$ cat src/rtl/proc_pkg.sv
// Shared definitions for the processor and its host-side data-memory sequencer.
package proc_pkg;

    // Processor status encodings (shared with processor)
    localparam logic [1:0] ST_HOLD   = 2'b00;
    localparam logic [1:0] ST_RUN    = 2'b01;
    localparam logic [1:0] ST_LOAD   = 2'b10;
    localparam logic [1:0] ST_UNLOAD = 2'b11;

    // Host sequencer states
    typedef enum logic [2:0] {
        S_IDLE     = 3'd0,
        S_LOAD     = 3'd1,
        S_LOAD_GAP = 3'd2,
        S_RUN      = 3'd3,
        S_UL_ADDR  = 3'd4,
        S_UL_WAIT  = 3'd5,
        S_UL_OUT   = 3'd6,
        S_DONE     = 3'd7
    } host_state_t;

    // Increment that sticks at all-ones instead of wrapping
    function automatic logic [31:0] sat_inc32(input logic [31:0] v);
        return (v == 32'hFFFF_FFFF) ? v : (v + 32'd1);
    endfunction

endpackage

$ cat src/rtl/wait_timer.sv
// Read-latency countdown: reloaded on request, expired once it has run down.
module wait_timer #(
    parameter int unsigned LAT = 2
) (
    input  logic clk_i,
    input  logic rst_i,
    input  logic load_i,
    output logic expired_o
);

    localparam logic [15:0] LAT_M1 = 16'(LAT - 1);

    logic [15:0] cnt_q;

    // Reload on request, otherwise count down to zero and hold there
    always_ff @(posedge clk_i) begin
        if (rst_i) begin
            cnt_q <= 16'd0;
        end else if (load_i) begin
            cnt_q <= LAT_M1;
        end else if (cnt_q != 16'd0) begin
            cnt_q <= cnt_q - 16'd1;
        end else begin
            cnt_q <= cnt_q;
        end
    end

    // Expired during the last waiting cycle, so the capture edge lands LAT edges after the address
    assign expired_o = (cnt_q == 16'd0);

endmodule

$ cat src/rtl/dm_host_ctrl.sv
// Host-side sequencer: loads a byte stream into data memory, runs the
// processor until end_process, then streams the result region back out.
module dm_host_ctrl
    import proc_pkg::*;
#(
    parameter logic [15:0] LOAD_BASE    = 16'h0000,
    parameter int unsigned LOAD_WORDS   = 16,
    parameter logic [15:0] UNLOAD_BASE  = 16'h0000,
    parameter int unsigned UNLOAD_WORDS = 16,
    parameter int unsigned READ_LAT     = 2
) (
    input  logic        clk,
    input  logic        rst,
    input  logic        start,
    input  logic        in_valid,
    input  logic [7:0]  in_data,
    output logic        in_ready,
    output logic        out_valid,
    output logic [7:0]  out_data,
    input  logic        out_ready,
    output logic [1:0]  status,
    output logic [7:0]  data_in,
    output logic [15:0] data_addr_in,
    input  logic        end_process,
    input  logic [7:0]  dm_out,
    output logic        busy,
    output logic        done,
    output logic [31:0] run_cycles
);

    localparam logic [15:0] LOAD_LAST   = 16'(LOAD_WORDS - 1);
    localparam logic [15:0] UNLOAD_LAST = 16'(UNLOAD_WORDS - 1);

    host_state_t state_q;
    logic [15:0] count_q;
    logic [1:0]  status_q;
    logic [7:0]  data_in_q;
    logic [15:0] addr_q;
    logic        in_ready_q;
    logic        out_valid_q;
    logic [7:0]  out_data_q;
    logic        busy_q;
    logic        done_q;
    logic [31:0] run_cycles_q;
    logic        timer_load_s;
    logic        timer_expired_s;

    // The countdown starts on the edge that registers the unload address
    assign timer_load_s = (state_q == S_UL_ADDR);

    wait_timer #(
        .LAT (READ_LAT)
    ) u_wait_timer (
        .clk_i     (clk),
        .rst_i     (rst),
        .load_i    (timer_load_s),
        .expired_o (timer_expired_s)
    );

    // Sequencer FSM with all interface outputs registered
    always_ff @(posedge clk) begin
        if (rst) begin
            state_q      <= S_IDLE;
            count_q      <= 16'd0;
            status_q     <= ST_HOLD;
            data_in_q    <= 8'd0;
            addr_q       <= 16'd0;
            in_ready_q   <= 1'b0;
            out_valid_q  <= 1'b0;
            out_data_q   <= 8'd0;
            busy_q       <= 1'b0;
            done_q       <= 1'b0;
            run_cycles_q <= 32'd0;
        end else begin
            done_q <= 1'b0;
            case (state_q)
                S_IDLE: begin
                    status_q <= ST_HOLD;
                    if (start) begin
                        count_q      <= 16'd0;
                        run_cycles_q <= 32'd0;
                        in_ready_q   <= 1'b1;
                        busy_q       <= 1'b1;
                        state_q      <= S_LOAD;
                    end else begin
                        in_ready_q <= 1'b0;
                        busy_q     <= 1'b0;
                    end
                end
                S_LOAD: begin
                    if (in_valid && in_ready_q) begin
                        data_in_q <= in_data;
                        addr_q    <= LOAD_BASE + count_q;
                        status_q  <= ST_LOAD;
                        count_q   <= count_q + 16'd1;
                        if (count_q == LOAD_LAST) begin
                            in_ready_q <= 1'b0;
                            state_q    <= S_LOAD_GAP;
                        end
                    end else begin
                        status_q <= ST_HOLD;
                    end
                end
                S_LOAD_GAP: begin
                    // Hold for one cycle so the processor commits the last write
                    status_q <= ST_HOLD;
                    state_q  <= S_RUN;
                end
                S_RUN: begin
                    run_cycles_q <= sat_inc32(run_cycles_q);
                    if (end_process) begin
                        status_q <= ST_HOLD;
                        count_q  <= 16'd0;
                        state_q  <= S_UL_ADDR;
                    end else begin
                        status_q <= ST_RUN;
                    end
                end
                S_UL_ADDR: begin
                    status_q <= ST_UNLOAD;
                    addr_q   <= UNLOAD_BASE + count_q;
                    state_q  <= S_UL_WAIT;
                end
                S_UL_WAIT: begin
                    if (timer_expired_s) begin
                        out_data_q  <= dm_out;
                        out_valid_q <= 1'b1;
                        state_q     <= S_UL_OUT;
                    end
                end
                S_UL_OUT: begin
                    if (out_ready) begin
                        out_valid_q <= 1'b0;
                        if (count_q == UNLOAD_LAST) begin
                            status_q <= ST_HOLD;
                            done_q   <= 1'b1;
                            state_q  <= S_DONE;
                        end else begin
                            count_q <= count_q + 16'd1;
                            state_q <= S_UL_ADDR;
                        end
                    end
                end
                S_DONE: begin
                    status_q <= ST_HOLD;
                    busy_q   <= 1'b0;
                    state_q  <= S_IDLE;
                end
                default: begin
                    status_q    <= ST_HOLD;
                    in_ready_q  <= 1'b0;
                    out_valid_q <= 1'b0;
                    busy_q      <= 1'b0;
                    state_q     <= S_IDLE;
                end
            endcase
        end
    end

    assign in_ready     = in_ready_q;
    assign out_valid    = out_valid_q;
    assign out_data     = out_data_q;
    assign status       = status_q;
    assign data_in      = data_in_q;
    assign data_addr_in = addr_q;
    assign busy         = busy_q;
    assign done         = done_q;
    assign run_cycles   = run_cycles_q;

endmodule

$ cat config.mk
export PLATFORM = sky130hd
export DESIGN_NAME = dm_host_ctrl
export DESIGN_NICKNAME = d
export VERILOG_FILES = /design/src/rtl/proc_pkg.sv /design/src/rtl/wait_timer.sv /design/src/rtl/dm_host_ctrl.sv
export SDC_FILE = /design/constraint.sdc
export NUM_CORES = 1
export LEC_CHECK = 0
export BUFFER_PORTS_ARGS = -buffer_cell sky130_fd_sc_hd__buf_2
export CORE_MARGIN = 1.5
export CORE_UTILIZATION = 55
export CTS_CLUSTER_SIZE = 25
export DETAILED_ROUTE_END_ITERATION = 10
export GPL_ROUTABILITY_DRIVEN = 0
export PLACE_DENSITY_LB_ADDON = 0.2
export SLEW_MARGIN = 20
export SYNTH_ARGS = -nofsm -noshare
export SYNTH_HDL_FRONTEND = slang
export SYNTH_HIERARCHICAL = 1
export SYNTH_SLANG_ARGS = --single-unit
$ cat constraint.sdc
create_clock -name clk -period 3.7 [get_ports clk]
set_input_delay 0.74 -clock clk [delete_from_list [all_inputs] [get_ports clk]]
set_output_delay 0.74 -clock clk [all_outputs]
set_load 0.1 [all_outputs]
==> results_dict.tcl, run 1 <==
set metrics [dict create \
    ys_seq_area_share_pct 41.64 \
    slowest_delay_ns 0.64 \
    io_buffer_count 91 \
    grt_pass1_vias 4271 \
    fin_skew_ns 0.008980 \
    holdBufCountCts 0 \
    numCtsBuffers 9 \
    utilization_pct 65.69 \
    syn_inst 597 \
    fin_area_um2 5784 \
    hold_ws_ns 0.4602 \
    hold_path.class "register to register" \
    clk_path_buf_depth 2 \
    status "finished with violations" \
    sequentialPowerShare_pct 50.2 \
    hold_violations 0 \
    p_int_mw 1.738 \
    cts_tree "built" \
    syn2layout_area_growth_pct 14.57 \
    cts_max_level 3 \
    n_antenna_cell 0 \
    synth_warnings 6 \
    nNetsFinal 703 \
    total_power_mw 2.482 \
    fin_ws_ns 1.017 \
    grt_pass1_wl_mm 19.61 \
    grt_max_degree 57 \
    drt-wirelength-per-cell_um 15.31 \
    crit_path_end_kind "register" \
    tightest_slew_ns 0.8515 \
    cts-resized-gates 0 \
    netlist.area_leader.share_pct 41.64 \
    maxSlewViolCount 0 \
    synth_most_common_cell "dfxtp_1" \
    ys_top_cells_by_count "dfxtp_1 (105), nand2_1 (66), a21oi_1 (56)" \
    slew_headroom_pct 42.80 \
    async_reset_ff_share_pct 0 \
    combPwrFrac_pct 20.1 \
    drv_cap 0 \
    place_ws_ns 0.8878 \
    ir_drop_uv 239.7 \
    yosysUniqueCellTypes 60 \
    fmax_mhz 372.7 \
    power.density_nw_per_um2 429.2 \
    synthFlopType "dfxtp_1" \
    switching_share_pct 29.99 \
    synth_top_area_cell "dfxtp_1" \
    period_minus_slack_ns 2.683 \
    die-area_um2 9763 \
    dpl_cell_area_um2 5578 \
    clk_pin_slew_ns 0.10 \
    layout-drive-gt1-share_pct 18.59 \
    gr-total-overflow 0 \
    vias 4762 \
    fp.dieH_um 98.81 \
    die_w_um 98.81 \
    synth_area_leaders "dfxtp_1 (42%), mux2i_1 (6.3%), a21oi_1 (5.6%)" \
    holdPathStages 2 \
    dp.cells 775 \
    drt_iter0_markers 274 \
    postCtsSetupBuffers 0 \
    grtUsageTotal_pct 24.47 \
    rr_worst_depth 5 \
    firstDrtPassIters 8 \
    clk_latency_ns 0.36 \
    start_util_pct 57.33 \
    clock_sinks 105 \
    antenna_found_initial 0 \
    drtAntennaViolNets 0 \
    cpMaxStageDelayCell "or4b_4" \
    synth-edff-count 0 \
    setup_tns_ns 0 \
    io_pins 92 \
    crit_fanout 24 \
    root_buffer "clkbuf_8" \
    final_cells 791 \
    violations "design-rule violations" \
    coreArea_um2 8806 \
    p_clk_share_pct 29.7 \
    avgSynthCellArea_um2 8.457 \
    netSwitchingPower_mw 0.7444 \
    synth_area_um2 5049 \
    worstSetupPathType "register to register" \
    post-route-period-util_pct 72.51 \
    syn-num-nets 622 \
    setup-violations-final 0 \
    leakagePower_nw 2.338 \
    avgViaCountPerCell 6.020 \
    drc 4 \
    rsz0062_at_grt "false" \
    ys_ff_latch 105 \
    dp_hpwl_mm 8.511 \
    cp_data_required_time_ns 4.00 \
    routed_wirelength_mm 12.11 \
    setup.worst_path.start_class "register" \
    crit_arrival_ns 2.99 \
    crit_path_cell_trace "or4b_4, a2111o_1, or4_4, or3_1, a21oi_1" \
    rows 34 \
]
kinds of logic after synthesis:
| group | after synthesis | synth area share [%] |
|---|---|---|
| AOI/OAI and AO/OA | 133 | 16.28 |
| buffers and inverters | 37 | 2.974 |
| DFF | 105 | 41.64 |
| xor gates and xnor gates | 9 | 1.561 |
| muxes | 32 | 6.345 |
| adders and majority gates | 3 | 0.7436 |
| and+or+nand+nor | 278 | 30.46 |
critical path: cells and delay by family, from the launching register on:
| kind | cells | cell delay [ns] |
|---|---|---|
| AND/OR/NAND/NOR | 3 | 1.44 |
| flip-flops | 1 | 0.54 |
| AO/OA/AOI/OAI | 2 | 0.65 |
flip-flops by register name, indices dropped and copies added (netlist names), 2 cells and up:
| name | count |
|---|---|
| u_wait_timer/cnt_q | 16 |
| count_q | 16 |
| data_addr_in | 16 |
| state_q | 3 |
| out_data | 8 |
| data_in | 8 |
| status | 2 |
| run_cycles | 32 |
per-layer routing:
layer | vias to the layer above | global-route usage [%] | share of wire (%) | routed length [um]
met4 | 0 | 8.132 | 1.9 | 228
met1 | 2251 | 32.03 | 46 | 5595
met2 | 114 | 40.32 | 47 | 5670
li1 | 2378 | - | - | -
met5 | - | 0 | 0 | 0
met3 | 19 | 5.248 | 5.1 | 613
area by class of cell:
type | instances | area (um2)
inverters | 9 | 33.78
multi-input cells | 455 | 2799
fillers | 769 | 3022
clock buffers | 12 | 155.1
repair buffers | 98 | 508.0
well taps | 108 | 135.1
clock inverters | 4 | 51.30
flip-flops and latches | 105 | 2102
path summary, 6_finish.rpt:
check,from,end,slack [ns]
worst max-delay path,state_q[2]$_SDFFE_PP0P_,run_cycles[30]$_SDFFE_PP0P_,1.02
worst min-delay path,out_data[0]$_SDFFE_PP0P_,out_data[0]$_SDFFE_PP0P_,0.46
worst min register to register,out_data[0]$_SDFFE_PP0P_,out_data[0]$_SDFFE_PP0P_,0.46
worst max register to register,state_q[2]$_SDFFE_PP0P_,run_cycles[30]$_SDFFE_PP0P_,1.02
power groups by stage:
stage | clock network (mW) | registers [mW] | logic [mW]
final | 0.737 | 1.25 | 0.499
after floorplan | 0 | 1.28 | 0.388
after CTS | 0.752 | 1.25 | 0.497
after global placement | 0 | 1.27 | 0.474
after detailed placement | 0 | 1.27 | 0.493
after global routing | 0.792 | 1.26 | 0.554
placed cells by master, fill, tap and decap left out, types with 3 or more instances in the layout:
master	synthesis	layout
a21oi_1	56	56
a31oi_1	3	3
and2_1	4	4
and3_1	5	5
and4_1	4	4
buf_2	5	91
buf_4	1	7
clkbuf_8	0	11
dfxtp_1	105	105
ha_1	3	3
inv_1	9	9
mux2i_1	32	32
nand2_1	66	66
nand2b_1	7	7
nand3_1	16	16
nand3b_1	7	7
nand4_1	11	11
nand4b_1	4	4
nor2_1	54	53
nor2b_1	5	5
nor3_1	13	13
nor3b_1	3	3
nor4_1	11	11
o211ai_1	7	7
o21ai_0	25	25
o311ai_0	6	6
o31ai_1	17	17
or2_2	4	4
or3_1	30	30
or4_1	18	18
or4_4	3	3
xnor2_1	5	5
xor2_1	4	4
No activity file was read; power rests on OpenSTA's default activity.
==> inputs of run 2 (changes only) <==
==> constraint.sdc (replaced) <==
create_clock -name clk -period 2.5 [get_ports clk]
set_input_delay 0.5 -clock clk [delete_from_list [all_inputs] [get_ports clk]]
set_output_delay 0.5 -clock clk [all_outputs]
set_load 0.1 [all_outputs]
==> results_dict.tcl, run 2 (synthesized netlist as in run 1, its figures left out) <==
set metrics [dict create \
    final_cell_mix "buf_2 (91), dfxtp_1 (77), nand2_1 (66), a21oi_1 (56), nor2_1 (53)" \
    grt_pass1_vias 4294 \
    rr_worst_depth 6 \
    routed_wirelength_mm 12.55 \
    hold_violations 0 \
    slew_headroom_pct 44.47 \
    tightest_slew_ns 0.8299 \
    r2r_end "run_cycles[20]$_SDFFE_PP0P_" \
    avgViaCountPerCell 6.129 \
    holdBufCountCts 0 \
    antenna_found_initial 1 \
    drv_cap 0 \
    holdPathEnd "out_data[3]$_SDFFE_PP0P_" \
    crit_fanout 5 \
    fmax_mhz 415.2 \
    nNetsFinal 720 \
    fin_area_um2 5932 \
    grt_pass1_wl_mm 20.38 \
    ff2ff_setup_slack_ns 0.09 \
    holdPathStages 3 \
    status "finished with violations" \
    cts-resized-gates 0 \
    ir_drop_uv 276.8 \
    clock_sinks 105 \
    drt_iter0_markers 336 \
    worstSetupPathType "register to register" \
    grt_max_degree 31 \
    io_buffer_count 91 \
    layout-drive-gt1-share_pct 24.57 \
    clk_pin_slew_ns 0.11 \
    syn2layout_area_growth_pct 17.50 \
    rows 34 \
    clk_path_buf_depth 2 \
    die_w_um 98.81 \
    io_pins 92 \
    dp_hpwl_mm 8.944 \
    period_minus_slack_ns 2.409 \
    cts_max_level 3 \
    drc 3 \
    leakagePower_nw 2.421 \
    postCtsSetupBuffers 0 \
    coreArea_um2 8806 \
    rr_startpoint "state_q[2]$_SDFFE_PP0P_" \
    min_from "dm_out[3]" \
    violations "design-rule violations" \
    cts_tree "built" \
    setup.worst_path.start_class "register" \
    setup-violations-final 0 \
    firstDrtPassIters 8 \
    vias 4952 \
    power.density_nw_per_um2 605.6 \
    gr-total-overflow 0 \
    largest_reg_flops 32 \
    start_util_pct 57.33 \
    numCtsBuffers 9 \
    clk_latency_ns 0.37 \
    hold_ws_ns 0.3558 \
    drtAntennaViolNets 0 \
    post-route-period-util_pct 96.34 \
    total_power_mw 3.592 \
    fin_skew_ns 0.01487 \
    cp_data_required_time_ns 2.77 \
    fillers 765 \
    grtUsageTotal_pct 25.11 \
    drt-wirelength-per-cell_um 15.53 \
    rsz0062_at_grt "false" \
    hold_path.class "primary input to register" \
    fp.dieH_um 98.81 \
    root_buffer "clkbuf_8" \
    crit_path_end_kind "register" \
    n_antenna_cell 0 \
    crit_arrival_ns 2.68 \
    die-area_um2 9763 \
    dpl_cell_area_um2 5743 \
    maxSlewViolCount 0 \
    layout_commonest_cell "buf_2" \
]
run 2: cell count changes in the layout (fill, tap and decap cells not counted), moves of 2 or more:
cell and change:
clkinv_4 +3, dfxtp_1 -28, clkbuf_8 -2, buf_4 +17, dfxtp_2 +24, dfxtp_4 +4
run 2: power breakdown:
| group | switching, mW | internal, mW |
|---|---|---|
| registers | 0.0960 | 1.74 |
| logic | 0.437 | 0.328 |
| clock network | 0.613 | 0.377 |
| total | 1.15 | 2.45 |
run 2: routing by layer:
| metal | routed length, um | share of wire (%) | GRT usage, % | vias to the layer above |
|---|---|---|---|---|
| met3 | 756 | 6.0 | 4.894 | 29 |
| met4 | 206 | 1.6 | 7.692 | 2 |
| met2 | 5806 | 46 | 39.79 | 159 |
| li1 | - | - | - | 2414 |
| met5 | 16 | 0.13 | 0 | - |
| met1 | 5766 | 46 | 34.73 | 2348 |
run 2: area by class of cell:
| class | count | area (um2) | area share, % |
|---|---|---|---|
| tap | 108 | 135.1 | 2.278 |
| inverter | 9 | 33.78 | 0.5695 |
| clock inverter | 6 | 53.80 | 0.9070 |
| sequential | 105 | 2147 | 36.19 |
| clock buffer | 10 | 127.6 | 2.151 |
| multi-input combinational | 455 | 2799 | 47.18 |
| timing repair buffer | 115 | 635.6 | 10.72 |
run 2: worst max-delay path, stage by stage, from the launching register on:
cell	delay [ns]
dfxtp_1	0.33
or4b_4	0.55
a2111o_1	0.47
buf_4	0.17
a211o_1	0.28
or3_1	0.34
a21oi_1	0.17
run 2: worst max path at each step:
stage                                  end                   startpoint  slack [ns]
3_3_place_gp   run_cycles[28]$_SDFFE_PP0P_                        start        0.01
5_1_grt        run_cycles[20]$_SDFFE_PP0P_      state_q[2]$_SDFFE_PP0P_        0.03
2_1_floorplan  run_cycles[28]$_SDFFE_PP0P_  run_cycles[21]$_SDFFE_PP0P_        0.07
4_1_cts        run_cycles[20]$_SDFFE_PP0P_   run_cycles[0]$_SDFFE_PP0P_         0.1
3_5_place_dp   run_cycles[20]$_SDFFE_PP0P_                        start       -0.08
6_report       run_cycles[20]$_SDFFE_PP0P_      state_q[2]$_SDFFE_PP0P_        0.09
run 2: through the flow:
stage | util [%] | TNS (ns) | instances | setup WS (ns)
2_1_floorplan | - | 0 | 597 | 0.06945
3_3_place_gp | 65.22 | 0 | 791 | 0.01227
3_5_place_dp | 65.22 | -0.1457 | 791 | -0.07667
4_1_cts | 67.28 | 0 | 807 | 0.09567
5_1_grt | 67.36 | 0 | 808 | 0.02777
6_report | 67.36 | 0 | 808 | 0.09148
